`config.mk`:
```
export PLATFORM = sky130hd
export DESIGN_NAME = ram_port_arbiter_flat
export DESIGN_NICKNAME = d
export VERILOG_FILES = /design/src/rtl/ram_port_arbiter_if.sv /design/src/rtl/ram_port_arbiter.sv /design/src/flat_wrapper.sv
export SDC_FILE = /design/constraint.sdc
export NUM_CORES = 1
export LEC_CHECK = 0
export CORE_MARGIN = 1
export CORE_UTILIZATION = 43
export DETAILED_ROUTE_END_ITERATION = 7
export GPL_ROUTABILITY_DRIVEN = 0
export GPL_TIMING_DRIVEN = 0
export PLACE_DENSITY = 0.93
export SYNTH_ARGS = -nofsm -noshare
export SYNTH_HDL_FRONTEND = slang
export SYNTH_SLANG_ARGS = --single-unit
```
`constraint.sdc`:
```
create_clock -name clk -period 4.3 [get_ports clk]
set_input_delay 0.645 -clock clk [delete_from_list [all_inputs] [get_ports clk]]
set_output_delay 0.645 -clock clk [all_outputs]
set_load 0.02 [all_outputs]
```
`src/rtl/ram_port_arbiter_if.sv`:
```
// Requester and SRAM-side bus of the pixel RAM arbiter.
// The arbiter uses the slave view; the clients and the SRAM use the master view.
interface ram_port_arbiter_if #(
  parameter int ADDR_W = 32,
  parameter int DATA_W = 32
);
  logic              rd_req;
  logic [ADDR_W-1:0] rd_addr;
  logic              rd_done;
  logic [DATA_W-1:0] rd_data;
  logic              wr_req;
  logic [ADDR_W-1:0] wr_addr;
  logic [DATA_W-1:0] wr_data;
  logic              wr_done;
  logic [ADDR_W-1:0] mem_addr;
  logic [DATA_W-1:0] mem_wdata;
  logic              mem_ren;
  logic              mem_wen;
  logic [DATA_W-1:0] mem_rdata;
  logic              busy;

  modport slave (
    input  rd_req, rd_addr, wr_req, wr_addr, wr_data, mem_rdata,
    output rd_done, rd_data, wr_done, mem_addr, mem_wdata, mem_ren, mem_wen, busy
  );

  modport master (
    output rd_req, rd_addr, wr_req, wr_addr, wr_data, mem_rdata,
    input  rd_done, rd_data, wr_done, mem_addr, mem_wdata, mem_ren, mem_wen, busy
  );
endinterface

```
`src/rtl/ram_port_arbiter.sv`:
```
// Shares the single-port pixel SRAM between window-buffer reads and filtered-pixel
// write-back. Reads win by default; a pending write is forced after MAX_WAIT reads.
//
// state    | meaning
// IDLE     | waiting; the only state where requests are sampled
// ISSUE_RD | mem_ren high for one cycle
// RD_WAIT  | counting RD_LAT cycles until mem_rdata is valid
// RD_DONE  | rd_done pulse with captured rd_data
// ISSUE_WR | mem_wen and wr_done high for one cycle
module ram_port_arbiter #(
  parameter int ADDR_W   = 32,
  parameter int DATA_W   = 32,
  parameter int RD_LAT   = 2,
  parameter int MAX_WAIT = 4
) (
  input logic               clk,
  input logic               n_rst,
  ram_port_arbiter_if.slave bus
);
  localparam int LAT_W  = (RD_LAT > 1) ? $clog2(RD_LAT) : 1;
  localparam int WAIT_W = $clog2(MAX_WAIT + 1);
  localparam logic [LAT_W-1:0]  LAT_LOAD = LAT_W'(RD_LAT - 1);
  localparam logic [WAIT_W-1:0] WAIT_MAX = WAIT_W'(MAX_WAIT);

  typedef enum logic [2:0] {IDLE, ISSUE_RD, RD_WAIT, RD_DONE, ISSUE_WR} state_t;

  state_t            state;
  logic [LAT_W-1:0]  lat_cnt;
  logic [WAIT_W-1:0] wait_cnt;
  logic              force_wr;

  // a write goes first when it is alone or has been bypassed MAX_WAIT times
  assign force_wr = bus.wr_req && (!bus.rd_req || (wait_cnt == WAIT_MAX));

  always_ff @(posedge clk or negedge n_rst) begin
    if (!n_rst) begin
      state         <= IDLE;
      lat_cnt       <= '0;
      wait_cnt      <= '0;
      bus.rd_done   <= 1'b0;
      bus.rd_data   <= {DATA_W{1'b0}};
      bus.wr_done   <= 1'b0;
      bus.mem_addr  <= {ADDR_W{1'b0}};
      bus.mem_wdata <= {DATA_W{1'b0}};
      bus.mem_ren   <= 1'b0;
      bus.mem_wen   <= 1'b0;
      bus.busy      <= 1'b0;
    end else begin
      case (state)
        IDLE: begin
          if (force_wr) begin
            state         <= ISSUE_WR;
            bus.mem_wen   <= 1'b1;
            bus.wr_done   <= 1'b1;
            bus.mem_addr  <= bus.wr_addr;
            bus.mem_wdata <= bus.wr_data;
            wait_cnt      <= '0;
            bus.busy      <= 1'b1;
          end else if (bus.rd_req) begin
            state        <= ISSUE_RD;
            bus.mem_ren  <= 1'b1;
            bus.mem_addr <= bus.rd_addr;
            bus.busy     <= 1'b1;
          end
        end
        ISSUE_RD: begin
          bus.mem_ren <= 1'b0;
          lat_cnt     <= LAT_LOAD;
          state       <= RD_WAIT;
          if (bus.wr_req && (wait_cnt != WAIT_MAX)) wait_cnt <= wait_cnt + 1'b1;
        end
        RD_WAIT: begin
          if (lat_cnt == '0) begin
            bus.rd_data <= bus.mem_rdata;
            bus.rd_done <= 1'b1;
            state       <= RD_DONE;
          end else begin
            lat_cnt <= lat_cnt - 1'b1;
          end
        end
        RD_DONE: begin
          bus.rd_done <= 1'b0;
          bus.busy    <= 1'b0;
          state       <= IDLE;
        end
        ISSUE_WR: begin
          bus.mem_wen <= 1'b0;
          bus.wr_done <= 1'b0;
          bus.busy    <= 1'b0;
          state       <= IDLE;
        end
        default: begin
          bus.mem_ren <= 1'b0;
          bus.mem_wen <= 1'b0;
          bus.rd_done <= 1'b0;
          bus.wr_done <= 1'b0;
          bus.busy    <= 1'b0;
          state       <= IDLE;
        end
      endcase
    end
  end
endmodule

```
`src/flat_wrapper.sv`:
```
// flat-port wrapper written by rule: the top's interface ports become plain ports
module ram_port_arbiter_flat 
#(
  parameter int ADDR_W   = 32,
  parameter int DATA_W   = 32,
  parameter int RD_LAT   = 2,
  parameter int MAX_WAIT = 4
)
  (clk, n_rst, bus_rd_req, bus_rd_addr, bus_wr_req, bus_wr_addr, bus_wr_data, bus_mem_rdata, bus_rd_done, bus_rd_data, bus_wr_done, bus_mem_addr, bus_mem_wdata, bus_mem_ren, bus_mem_wen, bus_busy);
  ram_port_arbiter_if #(.ADDR_W(ADDR_W), .DATA_W(DATA_W)) bus_i ();
  input logic clk;
  input logic n_rst;
  input wire logic [$bits(bus_i.rd_req)-1:0] bus_rd_req;
  input wire logic [$bits(bus_i.rd_addr)-1:0] bus_rd_addr;
  input wire logic [$bits(bus_i.wr_req)-1:0] bus_wr_req;
  input wire logic [$bits(bus_i.wr_addr)-1:0] bus_wr_addr;
  input wire logic [$bits(bus_i.wr_data)-1:0] bus_wr_data;
  input wire logic [$bits(bus_i.mem_rdata)-1:0] bus_mem_rdata;
  output wire logic [$bits(bus_i.rd_done)-1:0] bus_rd_done;
  output wire logic [$bits(bus_i.rd_data)-1:0] bus_rd_data;
  output wire logic [$bits(bus_i.wr_done)-1:0] bus_wr_done;
  output wire logic [$bits(bus_i.mem_addr)-1:0] bus_mem_addr;
  output wire logic [$bits(bus_i.mem_wdata)-1:0] bus_mem_wdata;
  output wire logic [$bits(bus_i.mem_ren)-1:0] bus_mem_ren;
  output wire logic [$bits(bus_i.mem_wen)-1:0] bus_mem_wen;
  output wire logic [$bits(bus_i.busy)-1:0] bus_busy;
  assign bus_i.rd_req = bus_rd_req;
  assign bus_i.rd_addr = bus_rd_addr;
  assign bus_i.wr_req = bus_wr_req;
  assign bus_i.wr_addr = bus_wr_addr;
  assign bus_i.wr_data = bus_wr_data;
  assign bus_i.mem_rdata = bus_mem_rdata;
  assign bus_rd_done = bus_i.rd_done;
  assign bus_rd_data = bus_i.rd_data;
  assign bus_wr_done = bus_i.wr_done;
  assign bus_mem_addr = bus_i.mem_addr;
  assign bus_mem_wdata = bus_i.mem_wdata;
  assign bus_mem_ren = bus_i.mem_ren;
  assign bus_mem_wen = bus_i.mem_wen;
  assign bus_busy = bus_i.busy;
  ram_port_arbiter #(.ADDR_W(ADDR_W), .DATA_W(DATA_W), .RD_LAT(RD_LAT), .MAX_WAIT(MAX_WAIT)) u_core (.clk(clk), .n_rst(n_rst), .bus(bus_i));
endmodule
```
== Yosys cells after proc, flatten, opt, wreduce, memory -nomap -nowiden ==
Cells that the tools add are included.
W data, S select, Z words.

* $add $sub $neg: 2
* Equal/unequal tests: 12
* Multiplexer cells: 20
* Bitwise operators: 5
* Reduce and logical (&&, ||, !) cells: 21

{| class="wikitable"
|+ Operators with widths
! cell !! number
|-
| $mux W32 || 2
|-
| $mux W3 || 5
|-
| $reduce_and A2 Y1 || 7
|-
| $pmux W1 S2 || 5
|-
| $pmux W3 S3 || 1
|-
| $reduce_or A3 Y1 || 3
|-
| $eq A3 B2 Y1 const B || 2
|-
| $eq A3 B3 Y1 const B || 2
|-
| $mux W1 || 6
|-
| $ne A2 B2 Y1 const B || 3
|-
| $pmux W3 S2 || 1
|-
| $reduce_and A3 Y1 || 2
|-
| $reduce_bool A2 Y1 || 3
|-
| $not A1 Y1 || 5
|-
| $ne A2 B1 Y1 const B || 2
|-
| $add A3 B1 Y3 const B || 1
|-
| $eq A3 B1 Y1 const B || 1
|-
| $logic_not A3 Y1 || 1
|-
| $ne A3 B2 Y1 const B || 1
|-
| $ne A3 B3 Y1 const B || 1
|-
| $logic_and A1 B1 Y1 || 2
|-
| $reduce_or A2 Y1 || 1
|-
| $logic_not A1 Y1 || 1
|-
| $logic_or A1 B1 Y1 || 1
|-
| $sub A1 B1 Y1 const B || 1
|}

* Register bits after elaboration: 107
* Input port bits: 132
* Output and inout port bits: 101
* Word-level logic and storage cells: 70

== Depth between registers and ports, before layout ==
Gate-level depths: netlist of run 1.

* Word-level depth: 5
* Depth in mapped cells: 7
* Mapped depth without buffers: 6

== Least setup slack after synthesis of run 1 ==
No wires, ideal clock.

* Kind: input to register
* Start point: in bus_rd_req
* End point: reg u_core.bus.mem_wdata[0]
* Setup time: 0.125 ns
* Arrival time: 1.566 ns
* Required time: 4.175 ns
* Slack: 2.610 ns
* Stages: 4
* Buffers on the path: 1
* Cells stage by stage: a21bo_2 > nand3_2 > buf_2 > mux2_2

* Longest elaborated chain between the ends: 4

{| class="wikitable"
|+ Ends and longest elaborated chain
! element !! RTL line !! text
|-
| from (decl) || flat_wrapper.sv:13 || <nowiki>input wire logic [$bits(bus_i.rd_req)-1:0] bus_rd_req;</nowiki>
|-
| $logic_not A1 Y1 || ram_port_arbiter.sv:33 || <nowiki>assign force_wr = bus.wr_req && (!bus.rd_req || (wait_cnt == WAIT_MAX));</nowiki>
|-
| $logic_or A1 B1 Y1 || ram_port_arbiter.sv:33 ||
|-
| $logic_and A1 B1 Y1 || ram_port_arbiter.sv:33 ||
|-
| $reduce_and A2 Y1 (no source line) || -- ||
|-
| to (signal assigned) || ram_port_arbiter.sv:44 || <nowiki>bus.mem_wdata <= {DATA_W{1'b0}};</nowiki>
|-
| to (signal assigned) || ram_port_arbiter.sv:56 || <nowiki>bus.mem_wdata <= bus.wr_data;</nowiki>
|-
| to (decl) || ram_port_arbiter_if.sv:24 || <nowiki>output rd_done, rd_data, wr_done, mem_addr, mem_wdata, mem_ren, mem_wen, busy</nowiki>
|}

Every way passes these cells.
A chain may end at the register's enable or synchronous reset.

==> results of run 1 <==
## registers in the layout, indices dropped and copies added, names as in the netlist, 3 cells and up
register              count
u_core.bus.mem_wdata     32
u_core.state              3
u_core.bus.rd_data       32
u_core.wait_cnt           3
u_core.bus.mem_addr      32
## routing by layer
metal	up-vias	part of all wire (%)	global-route usage, %
li1	1624	-	-
met1	1663	37	22.0
met2	146	53	40.1
met3	18	7.5	4.91
met4	0	2.1	8.45
met5	-	0	0
## critical path, cell delays in order (launching register included)
cell	delay, ps
dfrtp_1	410
buf_4	130
clkdlybuf4s50_1	610
## kinds of logic after synthesis
kind of cell | count (synthesis) | share of synthesized area [%]
muxes | 97 | 23.8
DFF | 107 | 60.7
buffers and inverters | 25 | 3.40
and+or+nand+nor | 48 | 5.28
adders and majority gates | 2 | 0.567
xor gates and xnor gates | 1 | 0.199
AOI/OAI and AO/OA | 48 | 5.99
## path summary, 6_finish.rpt
path	from	end	slack, ps	depth (start not counted)
setup / recovery	u_core.bus.mem_wen	bus_wr_done	2160	2
hold / removal	n_rst	u_core.bus.mem_addr[11]	320	1
setup reg to reg	u_core.wait_cnt[0]	u_core.bus.mem_addr[25]	2440	7
hold reg to reg	u_core.bus.mem_ren	u_core.bus.mem_ren	500	1
max in group asynchronous	n_rst	u_core.bus.mem_wdata[24]	3280	2
min in group clk	u_core.bus.mem_ren	u_core.bus.mem_ren	500	1
## cell type report
class	count	area, um^2
Buffer	21	135
Clock buffer	11	151
Clock inverter	5	85.1
Fill cell	658	2720
Inverter	4	15.0
Multi-Input combinational cell	196	1580
Sequential cell	107	2680
Tap cell	133	166
Timing Repair Buffer	232	2340
## placed cells by master (no fill, tap or decap), drive strengths merged
master and instances:
a21o 3, dfrtp 107, mux2 64, clkinv 2, inv 4, a21oi 35
o21ai 5, a22o 1, nand3b 1, clkdlybuf4s50 230, nand2 5, ha 2
clkbuf 15, mux2i 33, o21a 1, bufinv 2, a41oi 1, nand4 1
nor2 35, a31oi 1, buf 19, a21bo 1, nand2b 1, nor4b 1
xnor2 1, nor3 1, clkinvlp 1, nand3 3
## metrics by stage
step           power (mW)  utilization (%)  instance area (um^2)  worst slack, ps
6_report             5.31             72.5                  7150             2160
5_1_grt              5.62             72.5                  7150             2110
4_1_cts              5.36             72.5                  7150             2140
3_5_place_dp         4.65             70.1                  6910             1900
3_3_place_gp         4.54             69.8                  6890            -1290
2_1_floorplan        3.28                -                  4410             2610
## power breakdown
| part | total (mW) | internal, mW | switching [mW] |
|---|---|---|---|
| clock network | 0.698 | 0.362 | 0.336 |
| logic | 2.83 | 1.46 | 1.36 |
| registers | 1.78 | 1.51 | 0.268 |
==> metrics.txt, run 1 <==
Primary FF master, synth=dfrtp_1; layout net count=705; via-per-instance ratio=4.87; status=completed; top post-synthesis cells by count=107 x dfrtp_1, 62 x mux2_2, 35 x a21oi_1, 35 x nor2_1, 33 x mux2i_1; Seq/Total Area, Yosys=60.7%; CTS H-Tree Depth=3; GRT Total Usage=approximately a fifth; endpoints failing setup=0; initial antenna violation count=0; Final min period=~2100 ps; DR pass1 iterations=4; CTS sink cnt=107; Async SR Flop Fraction=100%; Initial DRC Count=89; pin count of the biggest net entering global routing=56; DIE HEIGHT=103 um; post-CTS setup buffers=0; worst hold margin=roughly 320 ps; fin crit share=about half; Max clock buf depth=2; Final Max Slew Viols=0; Reg clk slew, reported paths=100 ps; Wirelength per Cell=15.7 um; Port-buffer cells=231; arrival time worst endpoint=1490 ps; via count of the first global-routing pass=3530; worst clock skew=7.17 ps; post-route ant nets=0; syn_area_per_cell=~13 um^2; CTS tree=yes; Routed WL=about 11000 um; non-filler cells, final=709; Setup CP Type=flop to primary output; Vias=~3500; largest area contributor in the netlist=dfrtp_1; Hold WC Path Type=input pin to async pin; Post-Syn Area=approximately 4400 um^2; Area Overhead vs Synth=62.1%; #FFs+latches synth=107; Worst Path Required=3650 ps; clk_lat worst skew=roughly 350 ps; Setup TNS Final=0 ps; max_slew headroom=between 50 and 60%; CP Capture Type=primary output; core box area=9860 um^2; grt ovf=0; maximum VDD drop=0.378 mV; Post-synth EDFFs=0; TritonCTS Buffers=9; Die Width=103 um; Post-Syn Nets=462; synth unique cells=29; CTS root buffer=clkbuf_8; Max Cap Viol=0; first-pass GRT wire length=16700 um; P per Cell Area=742 nW/um^2; launching element type of the critical path=flop; Final Hold Fails=0; post-synth top area share=60.7%; Area contributors post-synth=dfrtp_1 61%, mux2_2 16%, mux2i_1 7.5%, a21oi_1 4.0%, nor2_1 3.0%; Synthesis Warnings=0; initial core utilization=~45%; ant diodes=0; row count=36; DIE AREA=between 10000 and 15000 um^2; dpl cells=~690; post-CTS sizing=0; most common cell in the synthesized netlist=dfrtp_1; CP max FO=3; drc violations=0; leakage power=3.10 nW; cells after synthesis=328; DP HPWL=8800 um; RSZ-0062 raised after global routing=no; Ports=233; ratio of cells with drive above 1 in the final layout=17.7%; Max Clk Rate=roughly 0.47 GHz; Tightest Pin Transition=697 ps; cts hold-fix bufs=0
Note: power is estimated with default switching activity, not from simulation.
==> run 2: changes to the inputs <==
--- a/config.mk
+++ b/config.mk
@@ -6,11 +6,11 @@
 export NUM_CORES = 1
 export LEC_CHECK = 0
 export CORE_MARGIN = 1
-export CORE_UTILIZATION = 43
+export CORE_UTILIZATION = 36
 export DETAILED_ROUTE_END_ITERATION = 7
 export GPL_ROUTABILITY_DRIVEN = 0
 export GPL_TIMING_DRIVEN = 0
-export PLACE_DENSITY = 0.93
+export PLACE_DENSITY = 0.83
 export SYNTH_ARGS = -nofsm -noshare
 export SYNTH_HDL_FRONTEND = slang
 export SYNTH_SLANG_ARGS = --single-unit
==> constraint.sdc (replaced) <==
create_clock -name clk -period 1.81 [get_ports clk]
set_input_delay 0.2715 -clock clk [delete_from_list [all_inputs] [get_ports clk]]
set_output_delay 0.2715 -clock clk [all_outputs]
set_load 0.02 [all_outputs]
==> run 2 against run 1 <==
  * Final cell count grew 2.4%
  * Sequential power grew 140%
  * Clock-buffer cell count is the same
  * Clock skew is essentially flat
  * Via count grew 0.41%
  * Clock power grew to 2.9 times the previous value
  * Register-to-register slack lost 2300 ps
  * Routed wire length grew 4.6%
  * First-iteration DRC count grew 22%
  * Flip-flop and latch count is the same
  * Cell area grew 2.2%
  * Non-clock buffer count grew 3
  * Highest routed layer unchanged
==> metrics.txt, run 2 (synthesis results as in run 1) <==
endpoints failing setup=0; dpl cell area=6930 um^2; pin count of the biggest net entering global routing=61; # fillers=961; maximum VDD drop=between 0.8 and 0.9 mV; layout net count=708; grt ovf=0; met2 usage=33.6%; launching element type of the critical path=flop; most frequent cells in the layout=230 x clkdlybuf4s50_1, 107 x dfrtp_1, 62 x mux2_2; RSZ-0062 raised after global routing=yes; Ports=233; Final Hold Fails=0; Wirelength per Cell=about 16 um; first-pass GRT wire length=18500 um; initial antenna violation count=0; Tightest Pin Transition=between 600 and 700 ps; CTS sink cnt=107; Final min period=1720 ps; Power, Total=13.1 mW; clk_lat worst skew=350 ps; Max Clk Rate=between 0.5 and 0.6 GHz; worst hold margin=444 ps; CTS H-Tree Depth=3; max_slew headroom=roughly 59%; CP Capture Type=flop; TritonCTS Buffers=9; DR pass1 iterations=4; via-per-instance ratio=~4.8; Worst Path Required=a little over 2000 ps; arrival time worst endpoint=1950 ps; leakage power=3.17 nW; Area Overhead vs Synth=65.8%; DP HPWL=8950 um; Initial DRC Count=about 110; global route hottest layer=met2; row count=40; ratio of cells with drive above 1 in the final layout=18.5%; CTS tree=yes; CTS root buffer=clkbuf_16; Setup CP Type=flop to flop; Die Width=113 um; Port-buffer cells=231; Final Max Slew Viols=0; Reg clk slew, reported paths=70 ps; M3 GR Usage=under 10%; drc violations=0; Max clock buf depth=2; Final Cell Area=7310 um^2; fin crit share=94.8%; critical path's slowest cell=dfrtp_1; largest registers=u_core.bus.mem_addr (32), u_core.bus.mem_wdata (32), u_core.bus.rd_data (32); initial core utilization=36.9%; worst clock skew=7.36 ps; met1 track demand over resource=21.1%; DIE HEIGHT=113 um; Routed WL=around 12000 um; GRT Total Usage=19.0%; status=completed; Hold WC Path Type=input pin to flop; post-route ant nets=0; ant diodes=0; via count of the first global-routing pass=3688; CP max stage delay=390 ps; DIE AREA=approximately 13000 um^2; leading cell type in the layout, fill and taps excluded=clkdlybuf4s50_1; CP max FO=10; Max Cap Viol=0; core box area=about 12000 um^2; CP cell instances=inv_1 > ha_1 > a21bo_2 > nand3_4 > buf_4 > mux2_2; P per Cell Area=1790 nW/um^2; Vias=3465
run 2: final timing paths:
kind,from,endpoint,slack (ps),cells after the start
worst max register to register,u_core.wait_cnt[0],u_core.bus.mem_wdata[26],90,6
max in group asynchronous,n_rst,u_core.bus.mem_addr[2],600,3
worst max-delay path,u_core.wait_cnt[0],u_core.bus.mem_wdata[26],90,6
worst min register to register,u_core.bus.mem_ren,u_core.bus.mem_ren,500,1
worst min-delay path,bus_wr_req,u_core.wait_cnt[0],440,3
min in group asynchronous,n_rst,u_core.bus.mem_wdata[7],480,2
run 2: power by group:
| part | total (mW) | internal, mW | switching [mW] | leakage, nW |
|---|---|---|---|---|
| clock network | 1.99 | 1.12 | 0.873 | 0.146 |
| logic | 6.80 | 3.54 | 3.26 | 1.78 |
| registers | 4.26 | 3.61 | 0.652 | 1.25 |
run 2: repair_timing:
item / CTS / global route
endpoints found under the hold margin: 47 / 0
buffers inserted: 0 / 2
gates resized for setup: 6 / 12
setup endpoints to repair: 24 / 80
hold buffers: 1 / 0
run 2: metal layers:
layer  vias up  routed length, um
li1       1637                  -
met1      1655               4500
met2       153               5960
met3        20                934
met4         0                259
met5         -                  0
run 2: critical path, delay by kind of cell, from the launching register on:
kind                     cells  cell delay, ps
flip-flops                   1             390
AO/OA/AOI/OAI                1             230
buffers and inverters        2             280
adder cells (fa/ha/maj)      1             210
multiplexers                 1             350
AND/OR/NAND/NOR              1             150
run 2: final cells by class:
class                   count  area [um^2]  share of cell area (%)
plain buffers              21          169                    2.31
flip-flops and latches    107         2680                    36.6
repair buffers            235         2360                    32.3
clock inverters             5         60.1                   0.822
clock buffers              11          243                    3.32
multi-input cells         196         1600                    21.9
well taps                 147          184                    2.52
inverters                   4         15.0                   0.205
run 2: through the flow:
stage | std cells | TNS (ps) | setup slack (ps) | util [%]
CTS | 724 | -6.97 | -6.97 | 60.7
global route | 726 | -28.8 | -14.8 | 61.1
finish | 726 | 0 | 93.5 | 61.1
detailed placement | 707 | -10220 | -253 | 57.9
global placement | 706 | -381580 | -3490 | 57.7
floorplan | 328 | 0 | 183 | -
